File: src/rtl/pipe_pkg.sv
// EX->MEM pipeline shared types: payload bundle and skid-buffer states.
// Widths: DW datapath, AW register index, IW diff-test instruction.
package pipe_pkg;

  localparam int DW = 64;
  localparam int AW = 5;
  localparam int IW = 32;

  typedef struct packed {
    logic [DW-1:0] res;
    logic [DW-1:0] rs2;
    logic [AW-1:0] rdid;
    logic          rdwen;
    logic [2:0]    func3;
    logic          lden;
    logic          sten;
    logic [DW-1:0] pc;
    logic [DW-1:0] csr_wdata;
    logic          except_en;
    logic [DW-1:0] except_code;
    logic          mret;
    logic [IW-1:0] diffins;
  } ex_mem_pld_t;

  typedef enum logic [1:0] {
    EMPTY = 2'd0,
    ONE   = 2'd1,
    TWO   = 2'd2
  } ex_mem_st_e;

endpackage

File: src/rtl/stl_skid_buf.sv
// Generic 2-entry FIFO skid buffer; in_ready_o and out_valid_o come
// straight from flops. Ports: clk/rst_n, flush, in_* (EX), out_* (MEM).
module stl_skid_buf
  import pipe_pkg::*;
#(
  parameter type T = logic [7:0]
) (
  input  logic clk,
  input  logic rst_n,
  input  logic flush,
  input  logic in_valid_i,
  output logic in_ready_o,
  input  T     in_data_i,
  output logic out_valid_o,
  input  logic out_ready_i,
  output T     out_data_o
);

  ex_mem_st_e st_q, st_d;
  T           m_q, m_d;
  T           s_q, s_d;
  logic       m_vld_q, m_vld_d;
  logic       rdy_q, rdy_d;
  logic       acc, dlv;

  assign acc = in_valid_i & rdy_q & ~flush;
  assign dlv = m_vld_q & out_ready_i;

  always_comb begin
    st_d = st_q;
    m_d  = m_q;
    s_d  = s_q;
    if (flush) begin
      st_d = EMPTY;
    end else begin
      unique case (st_q)
        EMPTY: begin
          if (acc) begin
            m_d  = in_data_i;
            st_d = ONE;
          end
        end
        ONE: begin
          if (acc && !dlv) begin
            s_d  = in_data_i;
            st_d = TWO;
          end else if (acc && dlv) begin
            m_d = in_data_i;
          end else if (dlv) begin
            st_d = EMPTY;
          end
        end
        TWO: begin
          if (dlv) begin
            m_d  = s_q;
            s_d  = '0;
            st_d = ONE;
          end
        end
        default: st_d = EMPTY;
      endcase
    end
    // flags are pure functions of the next state
    m_vld_d = (st_d != EMPTY);
    rdy_d   = (st_d != TWO);
  end

  always_ff @(posedge clk or negedge rst_n) begin
    if (!rst_n) begin
      st_q    <= EMPTY;
      m_q     <= '0;
      s_q     <= '0;
      m_vld_q <= 1'b0;
      rdy_q   <= 1'b1;
    end else begin
      st_q    <= st_d;
      m_q     <= m_d;
      s_q     <= s_d;
      m_vld_q <= m_vld_d;
      rdy_q   <= rdy_d;
    end
  end

  assign in_ready_o  = rdy_q;
  assign out_valid_o = m_vld_q;
  assign out_data_o  = m_q;

endmodule

File: src/rtl/pipe_ex_mem.sv
// EX->MEM pipeline register: packs EX results, buffers them in a skid
// buffer, qualifies control outputs. Option: PIPE_EX_MEM_PERF_EN adds o_stall_cnt.
module pipe_ex_mem
  import pipe_pkg::*;
#(
  parameter int DW = pipe_pkg::DW,
  parameter int AW = pipe_pkg::AW,
  parameter int IW = pipe_pkg::IW
) (
  input  logic          i_clk,
  input  logic          i_rst_n,
  input  logic          flush,
  input  logic          exe_valid_i,
  output logic          exe_ready_o,
  output logic          mem_valid_o,
  input  logic          mem_ready_i,
  input  logic [DW-1:0] i_exu_res,
  input  logic [DW-1:0] i_exu_rs2,
  input  logic [AW-1:0] i_exu_rdid,
  input  logic          i_exu_rdwen,
  input  logic [2:0]    i_exu_func3,
  input  logic          i_exu_lden,
  input  logic          i_exu_sten,
  input  logic [DW-1:0] i_exu_pc,
  input  logic [DW-1:0] i_ex_csr_wdata,
  input  logic          i_ex_except_en,
  input  logic [DW-1:0] i_ex_except_code,
  input  logic          i_ex_mret,
  input  logic [IW-1:0] s_exu_diffins,
  output logic [DW-1:0] o_mem_res,
  output logic [DW-1:0] o_mem_rs2,
  output logic [AW-1:0] o_mem_rdid,
  output logic          o_mem_rdwen,
  output logic [2:0]    o_mem_func3,
  output logic          o_mem_lden,
  output logic          o_mem_sten,
  output logic [DW-1:0] o_mem_pc,
  output logic [DW-1:0] o_mem_csr_wdata,
  output logic          o_mem_except_en,
  output logic [DW-1:0] o_mem_except_code,
  output logic          o_mem_mret,
  output logic [IW-1:0] s_mem_diffins
`ifdef PIPE_EX_MEM_PERF_EN
  ,
  output logic [31:0]   o_stall_cnt
`endif
);

  ex_mem_pld_t in_pld, out_pld;
  logic        m_vld;

  always_comb begin
    in_pld             = '0;
    in_pld.res         = i_exu_res;
    in_pld.rs2         = i_exu_rs2;
    in_pld.rdid        = i_exu_rdid;
    in_pld.rdwen       = i_exu_rdwen;
    in_pld.func3       = i_exu_func3;
    in_pld.lden        = i_exu_lden;
    in_pld.sten        = i_exu_sten;
    in_pld.pc          = i_exu_pc;
    in_pld.csr_wdata   = i_ex_csr_wdata;
    in_pld.except_en   = i_ex_except_en;
    in_pld.except_code = i_ex_except_code;
    in_pld.mret        = i_ex_mret;
    in_pld.diffins     = s_exu_diffins;
  end

  stl_skid_buf #(
    .T (ex_mem_pld_t)
  ) u_skid (
    .clk         (i_clk),
    .rst_n       (i_rst_n),
    .flush       (flush),
    .in_valid_i  (exe_valid_i),
    .in_ready_o  (exe_ready_o),
    .in_data_i   (in_pld),
    .out_valid_o (m_vld),
    .out_ready_i (mem_ready_i),
    .out_data_o  (out_pld)
  );

  assign mem_valid_o = m_vld;

  // side-effect fields are gated so a stale entry never fires in MEM
  assign o_mem_res         = out_pld.res;
  assign o_mem_rs2         = out_pld.rs2;
  assign o_mem_rdid        = out_pld.rdid;
  assign o_mem_rdwen       = out_pld.rdwen & m_vld;
  assign o_mem_func3       = out_pld.func3;
  assign o_mem_lden        = out_pld.lden & m_vld;
  assign o_mem_sten        = out_pld.sten & m_vld;
  assign o_mem_pc          = out_pld.pc;
  assign o_mem_csr_wdata   = out_pld.csr_wdata;
  assign o_mem_except_en   = out_pld.except_en & m_vld;
  assign o_mem_except_code = out_pld.except_code;
  assign o_mem_mret        = out_pld.mret & m_vld;
  assign s_mem_diffins     = m_vld ? out_pld.diffins : '0;

`ifdef PIPE_EX_MEM_PERF_EN
  logic [31:0] cnt_q, cnt_d;

  always_comb begin
    cnt_d = cnt_q;
    if (exe_valid_i && !exe_ready_o) begin
      cnt_d = cnt_q + 32'd1;
    end
  end

  always_ff @(posedge i_clk or negedge i_rst_n) begin
    if (!i_rst_n) begin
      cnt_q <= '0;
    end else begin
      cnt_q <= cnt_d;
    end
  end

  assign o_stall_cnt = cnt_q;
`endif

endmodule

File: config.mk
export PLATFORM = sky130hd
export DESIGN_NAME = pipe_ex_mem
export DESIGN_NICKNAME = d
export VERILOG_FILES = /design/src/rtl/pipe_pkg.sv /design/src/rtl/stl_skid_buf.sv /design/src/rtl/pipe_ex_mem.sv
export SDC_FILE = /design/constraint.sdc
export NUM_CORES = 1
export LEC_CHECK = 0
export CAP_MARGIN = 20
export CORE_ASPECT_RATIO = 0.5
export CORE_MARGIN = 2
export CORE_UTILIZATION = 39
export CTS_BUF_LIST = sky130_fd_sc_hd__clkbuf_8
export DETAILED_ROUTE_END_ITERATION = 8
export HOLD_SLACK_MARGIN = 0.02
export SLEW_MARGIN = 10
export SYNTH_ARGS = -nofsm -noshare
export SYNTH_HDL_FRONTEND = slang
export SYNTH_HIERARCHICAL = 1
export SYNTH_SLANG_ARGS = --single-unit
File: constraint.sdc
create_clock -name i_clk -period 4.6 [get_ports i_clk]
set_input_delay 0.92 -clock i_clk [delete_from_list [all_inputs] [get_ports i_clk]]
set_output_delay 0.92 -clock i_clk [all_outputs]
set_load 0.01 [all_outputs]
== Word-level counts from Yosys, hierarchy flattened ==
Index checks and enable logic that the tools add are counted.
Word-level totals
  bits in read-only memories: 0
  register bits: 734
  word-level logic and storage cells: 71
  output and inout port bits: 367
  input bits: 370
  RAM bits: 0
  latch bits: 0
  memories: 0
Cells by class
  shifts and indexed selects: 0
  muxes and demuxes: 16
  reduce and logical (&&, ||, !) cells: 9
  multipliers: 0
  order comparisons: 0
  bitwise operators: 9
  divide/modulo/power cells: 0
  add/subtract/negate cells: 0
  equal/unequal tests: 8
Operators by type and width (number)
  $mux W365: 6
  $pmux W365 S3: 1
  $pmux W365 S2: 1
  $mux W32: 1
  $mux W2: 6
  $and A1 B1 Y1: 8
  $ne A2 B1 Y1 const B: 4
  $pmux W2 S3: 1
  $reduce_and A6 Y1: 1
  $ne A2 B2 Y1 const B: 2
  $reduce_and A4 Y1: 1
  $reduce_bool A2 Y1: 2
  $reduce_bool A3 Y1: 1
  $eq A2 B1 Y1 const B: 1
  $eq A2 B2 Y1 const B: 1
  $logic_and A1 B1 Y1: 2
  $logic_not A2 Y1: 1
  $logic_not A1 Y1: 1
  $not A1 Y1: 1

== Longest topological paths before layout ==
Gate-level depths: netlist (run 1).
  depth after elaboration: 8
  mapped depth: 7
  gate-level depth less buffers: 3

== By module ==
The synthesis (run 1) kept the hierarchy.
By module, submodules not included
  stl_skid_buf: instances 1, area each 42234.3 sq um, seq. area each 18368.9 sq um, cells each 4291
  pipe_ex_mem: instances 1, area each 292.8 sq um, seq. area each 0.0 sq um, cells each 40

== Worst setup path after synthesis (run 1) ==
OpenSTA, ideal clock, no wires.
  path kind: input -> register
  start point: in flush
  end point: reg u_skid/s_q[10] in the netlist's numbering
  library setup time: 0.127 ns
  data arrival time: 1.983 ns
  slack: 2.489 ns
  stages: 7
  cells stage by stage: buf_2 -> or3b_1 -> buf_2 -> buf_6 -> buf_6 -> o211ai_2 -> nand3_1
Between the ends
  longest elaborated chain between the ends: 5
RTL lines
  start, declared: RTL line pipe_ex_mem.sv:12  | input logic flush,
  $not A1 Y1 (no source line) *
  $and A1 B1 Y1: RTL line stl_skid_buf.sv:26  | assign acc = in_valid_i & rdy_q & ~flush;
  $logic_and A1 B1 Y1: RTL line stl_skid_buf.sv:44  | if (acc && !dlv) begin
  $ne A2 B1 Y1 (no source line)
  $reduce_and A4 Y1 (no source line) *
  end signal, assigned: RTL line stl_skid_buf.sv:72  | s_q <= '0;
  end signal, assigned: RTL line stl_skid_buf.sv:78  | s_q <= s_d;
  end, declared: RTL line stl_skid_buf.sv:21  | T s_q, s_d;
Every way passes the cells marked *; elsewhere a longest branch is shown, timed or not.
A chain may end at the register's enable or synchronous reset.

== Worst setup path in the final report (run 1) ==
  start point: reg u_skid.m_vld_q, in the netlist u_skid/out_valid_o
  end point: out s_mem_diffins[7]
Between the ends
  longest elaborated chain between the ends: 1
RTL lines
  start, declared: RTL line stl_skid_buf.sv:22  | logic m_vld_q, m_vld_d;
  start signal, assigned: RTL line stl_skid_buf.sv:79  | m_vld_q <= m_vld_d;
  $mux W32: RTL line pipe_ex_mem.sv:98  | assign s_mem_diffins = m_vld ? out_pld.diffins : '0;
  end, declared: RTL line pipe_ex_mem.sv:42  | output logic [IW-1:0] s_mem_diffins
Every way passes these cells.

==> run_results.csv, run 1 <==
group,metric,value,unit
synth,yosys_warnings,6,
setup_path,regToRegStartpoint,"u_skid/st_q[0]$_DFF_PN0_",
sta,maxSlewHeadroom,0.2366,
setup_path,ff2ff_setup_slack,1.20,ns
synth,yosysTopAreaCell,"dfrtp_1",
setup_path,critPathKind,"register to output pin",
setup_path,worst_r2r_endpoint,"u_skid/out_data_o[190]$_DFFE_PN0P_",
global_routing,grt_util_all_layers,0.2897,
drt,drc_errors,0,
finish,drive_gt1_frac,0.1408,
floorplan,die_y,237.5,µm
sta,slew_viol_final,0,
cts,cts_setup_buffers,0,
sta,max_freq,266.1,MHz
setup_path,cp.arrival,2.84,ns
global_routing,antenna_found_initial,38,
sta,timing.final.hold_violations,0,
setup_path,cp_max_fo,46,
power,seqPwrFrac,0.422,
sta,fin_crit_sh,0.8170,
sta,worst_pin_slew,1.145,ns
finish,fin_area,52470,µm²
cts,cts_tree,"yes",
global_routing,grt_max_degree,186,
power,clkPwrFrac,0.208,
global_routing,grt_pass1_vias,39090,
finish,syn2layout_area_growth,23.39,%
drt,via_per_inst,6.369,
drt,drt-wirelength-per-cell,27.08,µm
floorplan,rows,85,
power,internal-power,17.20,mW
power,p_per_area,524.0,nW/µm²
floorplan,initial_utilization,0.3943,
cts,cts.sinks,734,
setup_path,crit_end,"s_mem_diffins[7]",
place,dpl.hpwl,96430,µm
synth,synth.area.top_cells,"dfrtp_1 (43%), nand3_1 (13%), o211ai_2 (10%), and3b_1 (7.6%), a211oi_1 (6.4%)",
place,place_area,50120,µm²
cts,cts_hold_repair.buffers,0,
synth,synth_top_area_frac,0.4313,
drt,vias,39720,
power,p_leak,21.40,nW
floorplan,pin_count,737,
setup_path,crit_path_start,"u_skid/out_valid_o$_DFF_PN0_",
finish,fin_nets,5053,
global_routing,grt.overflow.total,0,
drt,dr.pass1.iters,6,
power,combPwrFrac,0.370,
synth,syn_inst,4331,
flow_run,drv_cap,0,
setup_path,endpoint_kind,"output pin",
sta,final.setup.tns,0,ns
hold_path,min_path_type,"input port to asynchronous set/reset pin",
power,switching_power,10.30,mW
cts,cts_buffers,114,
power,irDropWorstVdd,308.5,µV
place,portBuffers,736,
synth,syn_nets,4701,
outcome,status,"finished clean",
sta,finalWorstSetupSlack,0.8416,ns
cts,clk_pin_slew,0.07,ns
setup_path,ff2ff_path_depth,4,
floorplan,core,107800,µm²
drt,routed_wirelength,168900,µm
floorplan,die_area,111900,µm²
sta,fin_skew,0.07159,ns
place,pre_cts_slack,1.230,ns
power,swShare,0.3745,
cts,cts_max_level,3,
synth,synth_seq_cells,734,
sta,setup_viol,0,
sta,fin_crit,3.758,ns
cts,cts-root-buf,"clkbuf_8",
synth,synth_cell_types,30,
cts,cts_buffer_depth,3,
place,gp_congestion,0.8495,
floorplan,die_x,471,µm
setup_path,cp.required,3.68,ns
drt,ant_nets,0,
sta,rsz0062_at_grt,"false",
sta,whs,0.1089,ns
drt,drtIter0Drc,4321,
setup_path,startpoint_type,"register",
power,power,27.50,mW
synth,synth_area,42530,µm²
cts,clkLatencyLatePin,0.86,ns
synth,synth.avg_cell_area,9.819,µm²
synth,synth_seq_area_share,0.4319,
global_routing,grt_pass1_wl,255100,µm
cts,ctsResizeCount,0,
## sequential cells by signal, indices dropped and copies added, names as in the netlist
register,flops
u_skid/in_ready_o,1
u_skid/out_data_o,365
u_skid/out_valid_o,1
u_skid/s_q,365
u_skid/st_q,2
## worst min path at each step
stage / start / slack, ns / to / cells after the start
CTS: i_rst_n / 0.15 / u_skid/s_q[294]$_DFFE_PN0P_ / 1
finish: i_rst_n / 0.11 / u_skid/s_q[250]$_DFFE_PN0P_ / 1
global placement: u_skid/s_q[224]$_DFFE_PN0P_ / 0.51 / u_skid/s_q[224]$_DFFE_PN0P_ / 2
global route: i_rst_n / 0.12 / u_skid/s_q[250]$_DFFE_PN0P_ / 1
floorplan: u_skid/s_q[161]$_DFFE_PN0P_ / 0.50 / u_skid/s_q[161]$_DFFE_PN0P_ / 2
detailed placement: u_skid/s_q[226]$_DFFE_PN0P_ / 0.53 / u_skid/s_q[226]$_DFFE_PN0P_ / 2
## worst max-delay path: stages, from the launching register on
cell	delay (ns)
dfrtp_2	1.02
and2_2	0.30
clkdlybuf4s50_1	0.63
## cell type report
class                      count  area (µm²)
clock buffer                 145        1996
sequential                   734       18380
clock inverter                54       270.3
timing repair buffer         853        8969
tap                         1435        1795
fill                       10020       55370
multi-input combinational   2980       20980
antenna                       36       90.09
## kinds of logic after synthesis
group           share of synthesized area
compound gates                     0.2784
buf+inv                           0.07691
simple gates                       0.2128
flops                              0.4319
## layer usage
layer  GRT usage  share of wire  vias up
met4      0.1721          0.053        6
li1            -              -    17400
met1      0.3783           0.40    20300
met3     0.04191          0.055      352
met2      0.4592           0.49     1670
met5           0        0.00019        -
## cells in the final DEF, fill, tap and decap left out, drive strengths merged
cell and n:
nand4bb 2, a21o 3, nand2b 1, dfrtp 733
a22oi 365, nand4 1, o31ai 1, nand2 2
inv 41, clkinvlp 3, nand3 1095, clkinv 9
clkbuf 145, a21oi 367, and2b 1, o211ai 366
and3b 367, or3b 1, buf 119, a211oi 365
nand4b 1, clkdlybuf4s50 734, dfstp 1, a21boi 3
a21bo 1, bufinv 1, diode 36, and2 37
nor4bb 1
## per-stage QoR
stage | std cells | util
global route | 6236 | 0.4866
detailed placement | 6002 | 0.4647
global placement | 6002 | 0.4647
finish | 6237 | 0.4866
floorplan | 4331 | -
CTS | 6201 | 0.4858
## synth_stat cells
cell type,count
and2_2,37
nand4b_1,1
buf_4,42
nand3_1,1095
nor4bb_1,1
buf_6,63
a22oi_1,365
buf_1,17
a21boi_0,1
a211oi_1,365
o211ai_2,341
a21boi_1,1
dfstp_2,1
and2b_1,1
buf_2,256
o31ai_1,1
or3b_1,1
o211ai_1,25
dfrtp_1,733
nand4_1,1
a21oi_1,367
clkbuf_1,236
and3b_1,367
nand4bb_1,2
clkbuf_2,3
a21bo_2,1
a21boi_2,1
a21o_1,3
nand2_1,2
nand2b_1,1
## power by group through the flow
stage          registers, mW  clock network (mW)  logic [mW]
2_1_floorplan           11.4                   0        5.54
3_3_place_gp            11.4                   0        9.94
3_5_place_dp            11.6                   0        10.2
4_1_cts                 11.5                5.85        10.2
5_1_grt                 11.9                6.15        10.9
6_report                11.6                5.73        10.2
(Power assumes the default switching activity.)
==> run 2, diff against run 1 <==
Clock period 4.6 ns to 3.7 ns, I/O delays scaled along.
==> run_results.csv, run 2 (synthesis gave the netlist of run 1 again) <==
group,metric,value,unit
floorplan,die_x,471,µm
sta,final.setup.tns,0,ns
setup_path,cp_max_fo,46,
cts,cts_hold_repair.buffers,1,
setup_path,endpoint_kind,"output pin",
floorplan,core,107800,µm²
cts,clkLatencyLatePin,0.82,ns
sta,fin_crit,3.431,ns
drt,vias,39710,
cts,clk_pin_slew,0.06,ns
finish,fin_nets,5056,
drt,drt-wirelength-per-cell,26.77,µm
drt,routed_wirelength,166700,µm
floorplan,pin_count,737,
setup_path,ff2ff_setup_slack,1.03,ns
power,p_per_area,653.3,nW/µm²
sta,slew_viol_final,0,
drt,met1_length,66960,µm
drt,highest_layer,"met5",
drt,dr.pass1.iters,5,
place,gp_congestion,0.8329,
setup_path,critPathKind,"register to output pin",
hold_path,min_path_type,"input port to register",
setup_path,cp.arrival,2.69,ns
floorplan,rows,85,
drt,via_per_inst,6.376,
sta,max_freq,291.5,MHz
global_routing,grt_max_degree,246,
place,portBuffers,736,
setup_path,startpoint_type,"register",
sta,worst_pin_slew,1.228,ns
power,p_leak,21.55,nW
drt,wl_met3,9389,µm
sta,fin_skew,0.02359,ns
finish,post-route-util,0.4889,
outcome,status,"finished clean",
drt,dr_wl_met2,80090,µm
hold_path,min_from,"flush",
flow_run,drv_cap,0,
global_routing,grt.overflow.total,0,
place,dpl.hpwl,95450,µm
finish,syn2layout_area_growth,23.99,%
global_routing,grt_pass1_vias,38900,
setup_path,crit_end,"o_mem_mret",
drt,ant_nets,0,
sta,timing.final.hold_violations,0,
setup_path,ff2ff_path_depth,4,
power,power,34.45,mW
setup_path,cp.required,2.96,ns
drt,drtIter0Drc,3841,
cts,cts_setup_buffers,0,
cts,cts_buffers,113,
floorplan,die_area,111900,µm²
setup_path,crit_path_start,"u_skid/out_valid_o$_DFF_PN0_",
cts,ctsResizeCount,0,
floorplan,initial_utilization,0.3943,
sta,fin_crit_sh,0.9273,
finish,drive_gt1_frac,0.1408,
cts,cts_buffer_depth,3,
sta,setup_viol,0,
place,place_inst,6005,
sta,maxSlewHeadroom,0.1813,
cts,cts_max_level,3,
cts,cts.sinks,734,
setup_path,worst_r2r_endpoint,"u_skid/out_data_o[57]$_DFFE_PN0P_",
global_routing,grt_pass1_wl,252700,µm
sta,rsz0062_at_grt,"false",
finish,fillers,9969,
global_routing,grt_util_all_layers,0.2855,
cts,cts-root-buf,"clkbuf_8",
drt,drc_errors,0,
finish,final_common_cell,"nand3_1",
setup_path,regToRegStartpoint,"u_skid/st_q[1]$_DFF_PN0_",
power,irDropWorstVdd,359.8,µV
floorplan,die_y,237.5,µm
finish,fin_cells,6228,
global_routing,antenna_found_initial,26,
finish,mostFrequentLayoutCells,"nand3_1 (1095), clkdlybuf4s50_1 (734), dfrtp_1 (730), a21oi_1 (367)",
cts,cts_tree,"yes",
-- run 2: cell types whose count changed in the layout (fill, tap and decap cells not counted) --
cell           before  now
inv_1              40   44
clkinv_2            8    3
bufinv_16           1    3
clkbuf_8          145  149
inv_8               1    0
clkinvlp_4          3    1
buf_4              60   48
dlygate4sd3_1       0    1
buf_12             57   72
diode_2            36   21
inv_6               0    1
clkinv_8            1    0
-- run 2: layout make-up --
type / count / area [µm²] / share of cell area
Antenna cell: 21 / 52.55 / 0.0009966
Tap cell: 1435 / 1795 / 0.03405
Multi-Input combinational cell: 2980 / 20980 / 0.3978
Timing Repair Buffer: 857 / 9189 / 0.1743
Clock inverter: 52 / 286.5 / 0.005434
Sequential cell: 734 / 18380 / 0.3485
Clock buffer: 149 / 2051 / 0.03889
-- run 2: where the power goes --
group | internal (mW) | leakage (nW) | switching [mW]
registers | 11.4 | 8.56 | 2.98
logic | 6.48 | 11.6 | 6.26
clock network | 3.77 | 1.36 | 3.54
-- run 2: how the worst min path moves through the flow --
stage	cells past startpoint	end	slack (ns)
after floorplan	0	u_skid/out_data_o[0]$_DFFE_PN0P_	0.44
after global placement	2	u_skid/s_q[224]$_DFFE_PN0P_	0.51
after detailed placement	2	u_skid/s_q[231]$_DFFE_PN0P_	0.53
after CTS	2	u_skid/out_valid_o$_DFF_PN0_	0.38
after global routing	2	u_skid/out_valid_o$_DFF_PN0_	0.44
final	2	u_skid/out_valid_o$_DFF_PN0_	0.43
-- run 2: metrics by stage --
| stage | instance area [µm²] | setup slack (ns) | hold slack [ns] |
|---|---|---|---|
| after floorplan | 42530 | 1.769 | 0.4444 |
| after global placement | 50330 | 0.6418 | 0.5126 |
| after detailed placement | 50330 | 0.6194 | 0.5276 |
| after CTS | 52680 | 0.2012 | 0.3848 |
| after global routing | 52730 | 0.1389 | 0.4417 |
| final | 52730 | 0.2690 | 0.4349 |
-- run 2: worst max-delay path: stages (launching register included) --
cell and delay, ns:
dfrtp_2 0.92, and2_2 0.38, clkdlybuf4s50_1 0.57
-- run 2: metal layers --
metal / track usage / up-vias
met4: 0.1811 / 10
met3: 0.04082 / 406
met5: 0 / -
met2: 0.4496 / 1737
li1: - / 17370
met1: 0.3712 / 20190
